### config.mk
export PLATFORM = sky130hd
export DESIGN_NAME = decoupler
export DESIGN_NICKNAME = d
export VERILOG_FILES = /design/src/rtl/decoupler.sv
export SDC_FILE = /design/constraint.sdc
export NUM_CORES = 1
export LEC_CHECK = 0
export CORE_AREA = 5 5 172 174
export CTS_BUF_LIST = sky130_fd_sc_hd__clkbuf_2
export CTS_CLUSTER_SIZE = 12
export DETAILED_ROUTE_END_ITERATION = 7
export DIE_AREA = 0 0 177 179
export GPL_TIMING_DRIVEN = 0
export PLACE_DENSITY = 0.65
export SYNTH_ARGS = -nofsm -noshare
export SYNTH_HDL_FRONTEND = slang
export SYNTH_SLANG_ARGS = --single-unit
### constraint.sdc
create_clock -name i_clk -period 4.1 [get_ports i_clk]
set_input_delay 0.82 -clock i_clk [delete_from_list [all_inputs] [get_ports i_clk]]
set_output_delay 0.82 -clock i_clk [all_outputs]
set_load 0.03 [all_outputs]
### src/rtl/decoupler.sv
// decoupler
// Splits 2*P_WIDTH-bit words popped from a show-ahead FIFO into single
// P_WIDTH-bit records. Each word holds {high record, low record}, and the low
// record is emitted first. An all-zero record ends a stream. When the low
// record is zero, the high record is padding and is dropped without being
// examined.
//
// Optional feature macro: STREAM_CNT_EN. When it is defined, o_stream_cnt
// counts the terminators that have been emitted. When it is undefined,
// o_stream_cnt is tied to zero and no counter flops exist.
//
// Ports:
//   i_clk        clock; all logic on the rising edge
//   i_rst        synchronous active-high reset
//   i_data       FIFO head word {high, low}; valid when i_empty=0
//   i_empty      upstream FIFO empty
//   o_deq        pop the upstream FIFO this cycle (combinational)
//   o_data       output record (registered)
//   o_valid      o_data holds a record (registered)
//   i_ready      consumer accepts o_data this cycle
//   o_rec_cnt    count of non-zero records emitted
//   o_stream_cnt count of terminators emitted (STREAM_CNT_EN only)
module decoupler #(
  parameter int unsigned P_WIDTH = 128,
  parameter int unsigned P_CNT_W = 32
) (
  input  logic                 i_clk,
  input  logic                 i_rst,
  input  logic [2*P_WIDTH-1:0] i_data,
  input  logic                 i_empty,
  output logic                 o_deq,
  output logic [P_WIDTH-1:0]   o_data,
  output logic                 o_valid,
  input  logic                 i_ready,
  output logic [P_CNT_W-1:0]   o_rec_cnt,
  output logic [P_CNT_W-1:0]   o_stream_cnt
);

  typedef enum logic {S_LOW, S_HIGH} state_t;

  state_t             state;
  logic               load;
  logic               fire;
  logic [P_WIDTH-1:0] sel;
  logic [P_WIDTH-1:0] low_half;
  logic [P_WIDTH-1:0] high_half;

  assign low_half  = i_data[P_WIDTH-1:0];
  assign high_half = i_data[2*P_WIDTH-1:P_WIDTH];

  // The output register can load when it is empty or is being drained.
  // In S_HIGH the head word is still in the FIFO, so i_empty is ignored.
  always_comb begin
    load  = ~o_valid | i_ready;
    fire  = 1'b0;
    sel   = low_half;
    o_deq = 1'b0;
    if (!i_rst) begin
      case (state)
        S_LOW: begin
          fire  = load & ~i_empty;
          o_deq = fire & (low_half == '0);
        end
        S_HIGH: begin
          fire  = load;
          sel   = high_half;
          o_deq = fire;
        end
        default: begin
          fire  = 1'b0;
          o_deq = 1'b0;
        end
      endcase
    end
  end

  always_ff @(posedge i_clk) begin
    if (i_rst) begin
      state     <= S_LOW;
      o_valid   <= 1'b0;
      o_data    <= '0;
      o_rec_cnt <= '0;
    end else begin
      if (load) begin
        o_valid <= fire;
        if (fire) o_data <= sel;
      end
      if (fire) begin
        case (state)
          S_LOW:   state <= (low_half == '0) ? S_LOW : S_HIGH;
          S_HIGH:  state <= S_LOW;
          default: state <= S_LOW;
        endcase
        if (sel != '0) o_rec_cnt <= o_rec_cnt + P_CNT_W'(1);
      end
    end
  end

`ifdef STREAM_CNT_EN
  always_ff @(posedge i_clk) begin
    if (i_rst)
      o_stream_cnt <= '0;
    else if (fire && sel == '0)
      o_stream_cnt <= o_stream_cnt + P_CNT_W'(1);
  end
`else
  assign o_stream_cnt = '0;
`endif

endmodule

==> flow_summary.yaml, run 1 <==
clocking:
  cts_sinks: 162
  root_buffer: "clkbuf_2"
  clkLatencyLatePin_ns: 0.73
  numCtsBuffers: 17
  htreeDepth: 4
  cts_tree: "yes"
  clockBufferDepth: 2
  ctsHoldBuffers: 0
  clk_pin_slew_worst_paths_ns: 0.24
synth:
  synth_common_cells: "dfxtp_1, nand2_1, o21ai_0"
  yosys_register_bits: 162
  synth.most_common_cell: "dfxtp_1"
  postSynthAreaPerCell_um2: 8.197
  synth_cells: 927
  synth_top_area_share_pct: 42.68
  async_flop_share_pct: 0
  netlist_area_um2: 7599
  synth_ff_type: "dfxtp_1"
  synth_area_leaders: "dfxtp_1, a22oi_1, o21ai_0, nor4_1, nand2_1"
  seq_area_frac_synth_pct: 42.68
  synth_warnings: 0
  yosysTopAreaCell: "dfxtp_1"
  synth.distinct_cells: 42
  synth_edf_count: 0
floorplanning:
  initial_core_util_pct: 27.50
  die_w_um: 177
  dieArea_um2: 31680
  io_pins: 454
  coreArea_um2: 27630
  rows: 61
  die_h_um: 179
sta:
  setup_viol: 0
  worst_clock_skew_ns: 0.04380
  rsz0062_at_grt: "no"
  fin_ws_ns: 0.1463
  max_slew_margin_pct: 16.10
  drv_slew: 0
  hold_ws_ns: 0.5325
  hold_viol_final: 0
  fin_crit_ns: 3.954
  fin_crit_sh_pct: 96.43
  tightest_slew_ns: 1.254
  max_freq_mhz: 252.9
power_and_ir_drop:
  switchingPower_mw: 1.784
  power.share.sequential_pct: 41.7
  p_per_area_nw_per_um2: 355.4
  comb_power_share_pct: 38.3
  p_int_mw: 2.717
  peakVddDrop_mv: 0.1725
  leakagePower_nw: 4.258
  swShare_pct: 39.63
  clkPwrFrac_pct: 20.0
global_route:
  grt_use_met1_pct: 31.37
  grt_max_degree: 17
  met2_usage_pct: 44.72
  grt_util_met3_pct: 6.495
  top_usage_layer: "met2"
  antenna_found_initial: 3
  grt_pass1_vias: 9332
  gr-total-overflow: 0
  grt_pass1_wl_mm: 61.23
  grt_util_all_layers_pct: 26.08
worst_setup_path:
  crit_path_end_kind: "output pin"
  start_kind: "input port"
  arrival_ns: 3.13
  cp.required_ns: 3.28
  crit_type: "in -> out"
  path_max_fanout: 3
routing:
  first_iter_violations: 1025
  wl_per_cell_um: 24.65
  drcViolationCount: 0
  via_count: 9604
  dr.pass1.iters: 5
  ant_nets: 0
  routed_wl_mm: 44.12
  via_per_inst: 5.365
placement:
  place_congestion: 0.9158
  dp_hpwl_mm: 36.03
  io_buffers: 421
  preCtsSetupSlack_ns: -1.099
finish:
  drive_above_1_share_pct: 6.388
  final_nets: 1658
  area_growth_pct: 66.67
worst_hold_path:
  hold_class: "reg -> reg"
status:
  status: "complete, no violations"
flow_run:
  maxCapViolations: 0
## final timing paths
path,cells past startpoint,slack (ns),startpoint,end
worst max-delay path,7,0.15,i_data[108],o_deq
worst min-delay path,2,0.53,o_data[126],o_data[126]
worst max register to register,8,0.71,state,o_data[77]
worst min register to register,2,0.53,o_data[126],o_data[126]
## final cells by class
type / instances / area (um2)
Sequential cell: 162 / 3243
Timing Repair Buffer: 421 / 4209
Tap cell: 378 / 473.0
Clock inverter: 14 / 130.1
Buffer: 98 / 514.2
Multi-Input combinational cell: 689 / 3973
Fill cell: 2830 / 14960
Antenna cell: 3 / 7.507
Clock buffer: 17 / 85.08
Inverter: 8 / 30.03
## through the flow
step | area (um2) | cells | power, mW | util (%) | setup TNS (ns)
global placement | 12400 | 1757 | 3.604 | 44.89 | -10.30
global route | 12660 | 1789 | 4.681 | 45.83 | 0
finish | 12660 | 1790 | 4.501 | 45.84 | 0
CTS | 12660 | 1787 | 4.521 | 45.83 | 0
detailed placement | 12400 | 1757 | 3.619 | 44.89 | -11.52
floorplan | 7715 | 958 | 2.690 | - | 0
## registers in the layout, indices dropped and copies added (netlist names)
signal and count:
o_data 128, o_rec_cnt 32, o_valid 1, state 1
## layout by cell type (no fill, tap or decap), types with 32 or more instances in the layout
| cell type | netlist | layout |
|---|---|---|
| o21ai_0 | 132 | 132 |
| clkdlybuf4s50_1 | 0 | 420 |
| conb_1 | 1 | 32 |
| clkbuf_1 | 57 | 56 |
| dfxtp_1 | 162 | 162 |
| buf_4 | 34 | 34 |
| nand2_1 | 141 | 141 |
| nor4_1 | 97 | 92 |
| a22oi_1 | 127 | 127 |
## cells by family (layout without fill, tap and decap cells)
group,count (synthesis),after routing,share of synthesized area [%]
AND/OR/NAND/NOR,343,343,22.92
AO/OA/AOI/OAI,301,301,25.31
flip-flops,162,162,42.68
buffers and inverters,107,558,7.212
multiplexers,10,10,1.433
XOR/XNOR,2,2,0.2306
adder cells (fa/ha/maj),1,1,0.1646
other,1,35,0.04935
## power by group through the flow
stage	sequential (mW)	clock, mW	combinational [mW]
final	1.88	0.899	1.73
after CTS	1.87	0.924	1.72
after floorplan	2.26	0	0.430
after detailed placement	1.90	0	1.72
after global routing	1.90	0.972	1.81
after global placement	1.90	0	1.71
## worst max-delay path: stages
cell             delay [ns]
clkdlybuf4s50_1        0.51
nor4_2                 0.48
nand4_1                0.26
nor4_4                 0.43
a31oi_1                0.20
nor2_1                 0.19
clkbuf_2               0.24
## per-layer routing
metal | vias up | routed length, um
li1 | 4416 | -
met1 | 4542 | 16830
met2 | 562 | 21440
met3 | 82 | 4080
met4 | 2 | 1756
met5 | - | 12
## repair_timing
item / 4_1_cts / 5_1_grt
gates cloned: 0 / 0
endpoints found under the setup margin: 1 / 1
gates resized for setup: 9 / 1
buffers inserted: 0 / 0
Power figures use the tool's default switching activity.
==> inputs of run 2 (changes only) <==
==> config.mk (replaced) <==
export PLATFORM = sky130hd
export DESIGN_NAME = decoupler
export DESIGN_NICKNAME = d
export VERILOG_FILES = /design/src/rtl/decoupler.sv
export SDC_FILE = /design/constraint.sdc
export NUM_CORES = 1
export LEC_CHECK = 0
export CORE_AREA = 5 5 174 176
export CTS_BUF_LIST = sky130_fd_sc_hd__clkbuf_2
export CTS_CLUSTER_SIZE = 12
export DETAILED_ROUTE_END_ITERATION = 7
export DIE_AREA = 0 0 179 181
export DONT_BUFFER_PORTS = 1
export GPL_TIMING_DRIVEN = 0
export PLACE_DENSITY = 0.43
export RECOVER_POWER = 100
export SYNTH_ARGS = -nofsm -noshare
export SYNTH_HDL_FRONTEND = slang
export SYNTH_SLANG_ARGS = --single-unit
==> run 2 against run 1 <==
  * Clock-buffer cell count rose by 1
  * Clock power barely moved
  * Total power fell by 16%
  * First-iteration DRC count fell by 40%
  * Sequential cell count did not move
  * Die area rose by 2.3%
  * Final cell count fell by 23%
  * Critical endpoint unchanged
  * Combinational power fell by 67%
  * Maximum frequency rose by 3.1%
  * Critical path type unchanged
  * Sequential share of layout area rose by 13 points
==> flow_summary.yaml, run 2 (synthesis gave the netlist of run 1 again) <==
status:
  status: "complete, no violations"
power_and_ir_drop:
  swShare_pct: 42.84
  p_per_area_nw_per_um2: 448.7
  clkPwrFrac_pct: 23.7
  switchingPower_mw: 1.625
  p_int_mw: 2.168
  comb_power_share_pct: 15.2
  peakVddDrop_mv: 0.1594
  leakagePower_nw: 2.665
  power.share.sequential_pct: 61.1
floorplanning:
  initial_core_util_pct: 26.69
  dieArea_um2: 32400
  rows: 62
  die_h_um: 181
  coreArea_um2: 28470
  die_w_um: 179
  io_pins: 454
sta:
  rsz0062_at_grt: "no"
  setup_viol: 0
  max_freq_mhz: 260.7
  tightest_slew_ns: 1.138
  max_slew_margin_pct: 23.34
  fin_setup_tns_ns: 0
  drv_slew: 0
  fin_ws_ns: 0.2636
  fin_crit_ns: 3.836
  fin_crit_sh_pct: 93.57
  hold_viol_final: 0
  worst_clock_skew_ns: 0.06060
routing:
  first_iter_violations: 619
  drcViolationCount: 0
  routed_wl_mm: 42.01
  dr.pass1.iters: 5
  ant_nets: 0
  via_count: 7874
  wl_per_cell_um: 30.42
  via_per_inst: 5.702
worst_setup_path:
  arrival_ns: 3.02
  crit_type: "in -> out"
  crit_path_end_kind: "output pin"
  path_max_fanout: 3
  cp.required_ns: 3.28
  start_kind: "input port"
finish:
  largest_reg_flops: 128
  reg_top3: "o_data (128), o_rec_cnt (32)"
  layout_commonest_cell: "dfxtp_1"
  area_growth_pct: 11.26
  n_fill_cell: 3186
  largest_register: "o_data"
  layout_common_cells: "dfxtp_1, nand2_1, o21ai_0, a22oi_1, nor4_1"
  regArea_um2: 3243
  stdcell_area_um2: 8454
  multi_input_area_um2: 3920
  final_nets: 1244
  drive_above_1_share_pct: 8.032
global_route:
  grt_util_all_layers_pct: 24.90
  grt_max_degree: 17
  grt_pass1_wl_mm: 58.94
  antenna_found_initial: 1
  grt_pass1_vias: 7896
  gr-total-overflow: 0
placement:
  dp_hpwl_mm: 34.25
  placed_area_um2: 8195
  io_buffers: 0
  place_congestion: 0.8513
  preCtsSetupSlack_ns: -0.4411
worst_hold_path:
  hold_class: "in -> reg"
flow_run:
  maxCapViolations: 0
clocking:
  post_cts_buffers: 0
  root_buffer: "clkbuf_2"
  clkLatencyLatePin_ns: 0.79
  clockBufferDepth: 2
  cts_tree: "yes"
  clk_pin_slew_worst_paths_ns: 0.33
  cts_sinks: 162
  numCtsBuffers: 17
  htreeDepth: 4
## run 2: cell count changes in the layout (fill, tap and decap cells not counted), moves of 3 or more
cell,before,now
dlygate4sd3_1,0,7
nor4_1,92,96
inv_8,0,4
buf_1,3,0
clkbuf_1,56,64
clkdlybuf4s50_1,420,0
## run 2: repair_timing
action | 4_1_cts | 5_1_grt
resized for setup | 3 | 0
endpoints found under the hold margin | 0 | 7
setup endpoints to repair | 1 | 0
hold buffers | 0 | 7
## run 2: final timing paths
path / startpoint / end / slack [ns] / cells after the start
worst max register to register: o_valid / o_data[81] / 0.46 / 8
worst min-delay path: i_data[50] / o_data[50] / 0.10 / 2
worst max-delay path: i_data[108] / o_deq / 0.26 / 5
worst min register to register: o_data[126] / o_data[126] / 0.67 / 2
## run 2: final cells by class
| type | instances | share of cell area (%) |
|---|---|---|
| antenna | 1 | 0.02960 |
| buffer | 98 | 5.875 |
| clock buffer | 18 | 1.066 |
| clock inverter | 14 | 1.436 |
| inverter | 8 | 0.3552 |
| multi-input combinational | 689 | 46.37 |
| sequential | 162 | 38.36 |
| tap | 384 | 5.683 |
| timing repair buffer | 7 | 0.8288 |
## run 2: critical path, cell delays in order
cell,delay [ns]
nor4_1,0.72
nand4_1,0.31
nor4_2,0.54
a31oi_1,0.20
nor2_2,0.41
## run 2: routing by layer
| metal | routed length, um | up-vias | GRT usage [%] |
|---|---|---|---|
| met1 | 15140 | 3847 | 27.36 |
| met4 | 1101 | 0 | 7.185 |
| met3 | 4864 | 44 | 11.31 |
| li1 | - | 3585 | - |
| met2 | 20910 | 398 | 42.96 |
| met5 | 0 | - | 0 |
## run 2: power by group through the flow
stage	registers [mW]	logic (mW)	clock network, mW
2_1_floorplan	2.26	0.430	0
3_3_place_gp	2.35	0.565	0
3_5_place_dp	2.35	0.574	0
4_1_cts	2.32	0.576	0.932
5_1_grt	2.33	0.649	1.00
6_report	2.32	0.576	0.900
## run 2: stage by stage
stage	total power, mW	hold WS [ns]	instances	utilization [%]
5_1_grt	3.982	0.005568	1381	29.70
6_report	3.794	0.1003	1381	29.70
2_1_floorplan	2.690	0.5650	958	-
3_5_place_dp	2.927	0.6436	1342	28.79
4_1_cts	3.828	0.01187	1373	29.57
3_3_place_gp	2.920	0.6208	1342	28.79
==> inputs of run 3 (changes only) <==
--- a/config.mk
+++ b/config.mk
@@ -6,7 +6,7 @@
 export NUM_CORES = 1
 export LEC_CHECK = 0
 export CORE_AREA = 5 5 174 176
-export CTS_BUF_LIST = sky130_fd_sc_hd__clkbuf_2
+export CTS_BUF_LIST = sky130_fd_sc_hd__clkbuf_2 sky130_fd_sc_hd__clkbuf_4 sky130_fd_sc_hd__clkbuf_8
 export CTS_CLUSTER_SIZE = 12
 export DETAILED_ROUTE_END_ITERATION = 7
 export DIE_AREA = 0 0 179 181
==> run 3 against run 2 <==
  * Register-to-register slack better by 0.03 ns
  * Clock power is 33% higher
  * Global-route usage hardly changed
  * Combinational power is 1% lower
==> flow_summary.yaml, run 3 (synthesis gave the netlist of run 1 again) <==
worst_setup_path:
  r2r_start: "o_valid"
  cp.required_ns: 3.28
  path_max_fanout: 3
  start_kind: "input port"
  startpoint: "i_data[119]"
  crit_path_end_kind: "output pin"
  arrival_ns: 3.12
  crit_type: "in -> out"
placement:
  placed_area_um2: 8195
  dp_hpwl_mm: 34.25
  place_congestion: 0.8513
  io_buffers: 0
sta:
  fin_crit_sh_pct: 96.12
  hold_viol_final: 0
  max_freq_mhz: 253.7
  rsz0062_at_grt: "no"
  hold_ws_ns: 0.4543
  tightest_slew_ns: 1.137
  worst_clock_skew_ns: 0.02152
  max_slew_margin_pct: 23.38
  setup_viol: 0
  fin_crit_ns: 3.941
  drv_slew: 0
power_and_ir_drop:
  switchingPower_mw: 1.640
  peakVddDrop_mv: 0.1600
  comb_power_share_pct: 14.0
  swShare_pct: 40.20
  p_int_mw: 2.440
  clkPwrFrac_pct: 29.4
  p_per_area_nw_per_um2: 477.5
  leakagePower_nw: 2.690
  power.share.sequential_pct: 56.6
clocking:
  clk_pin_slew_worst_paths_ns: 0.12
  root_buffer: "clkbuf_8"
  cts_tree: "yes"
  htreeDepth: 4
  cts_sinks: 162
  clockBufferDepth: 2
  ctsHoldBuffers: 0
  post_cts_buffers: 0
  post_cts_resize_count: 2
  clkLatencyLatePin_ns: 0.47
  numCtsBuffers: 17
global_route:
  met2_usage_pct: 42.50
  antenna_found_initial: 0
  top_usage_layer: "met2"
  gr-total-overflow: 0
  grt_pass1_wl_mm: 59.03
  grt_util_met3_pct: 11.29
  grt_util_all_layers_pct: 24.89
  grt_max_degree: 17
  grt_use_met1_pct: 27.44
  grt_pass1_vias: 7908
finish:
  layout_commonest_cell: "dfxtp_1"
  n_fill_cell: 3172
  stdcell_area_um2: 8544
  antenna_cells: 0
  largest_reg_flops: 128
  area_growth_pct: 12.45
  largest_register: "o_data"
  layout_common_cells: "dfxtp_1, nand2_1, o21ai_0, a22oi_1, nor4_1"
  drive_above_1_share_pct: 8.089
  final_nets: 1237
  reg_top3: "o_data (128), o_rec_cnt (32)"
floorplanning:
  coreArea_um2: 28470
  io_pins: 454
  die_w_um: 179
  initial_core_util_pct: 26.69
  die_h_um: 181
  dieArea_um2: 32400
  rows: 62
routing:
  ant_nets: 0
  dr.pass1.iters: 5
  routed_wl_mm: 41.94
  drcViolationCount: 0
  via_count: 7783
  first_iter_violations: 631
  wl_per_cell_um: 30.55
  via_per_inst: 5.669
status:
  status: "complete, no violations"
flow_run:
  maxCapViolations: 0
worst_hold_path:
  hold_class: "in -> reg"
  hp-start: "i_data[14]"
[run 3: worst max-delay path: stages]
cell,delay [ns]
nor4_1,0.66
nand4_1,0.30
nor4_2,0.55
a31oi_1,0.18
nor2_1,0.61
[run 3: power groups by stage]
stage                     registers (mW)  logic (mW)  clock network (mW)
after floorplan                     2.26       0.430                   0
after global placement              2.35       0.565                   0
after detailed placement            2.35       0.574                   0
after CTS                           2.31       0.576                1.23
after global routing                2.33       0.641                1.30
final                               2.31       0.570                1.20
[run 3: layout make-up]
cell class | count | area, um2 | share of cell area (%)
well taps | 384 | 480.5 | 5.623
plain buffers | 98 | 489.2 | 5.726
clock inverters | 13 | 117.6 | 1.376
inverters | 8 | 30.03 | 0.3514
multi-input cells | 689 | 3929 | 45.98
flip-flops and latches | 162 | 3243 | 37.96
clock buffers | 19 | 255.2 | 2.987
[run 3: final timing paths]
kind,endpoint,slack [ns],depth (start not counted)
worst min-delay path,o_data[14],0.45,2
worst max register to register,o_data[81],0.49,8
worst min register to register,o_data[126],0.65,2
worst max-delay path,o_deq,0.16,5
[run 3: stage by stage]
stage	setup TNS (ns)	setup slack (ns)	utilization, %	power [mW]	std cells
finish	0	0.1589	30.01	4.080	1373
detailed placement	-4.192	-0.4411	28.79	2.927	1342
CTS	0	0.04130	30.13	4.121	1373
global placement	-5.087	-0.4707	28.79	2.920	1342
floorplan	0	1.023	-	2.690	958
global route	0	0.02183	30.01	4.272	1373
[run 3: layer usage]
metal	part of all wire, %	wire [um]	vias up
met2	49	20730	410
met5	0	0	-
met4	2.9	1202	0
li1	-	-	3567
met3	12	4905	47
met1	36	15110	3759
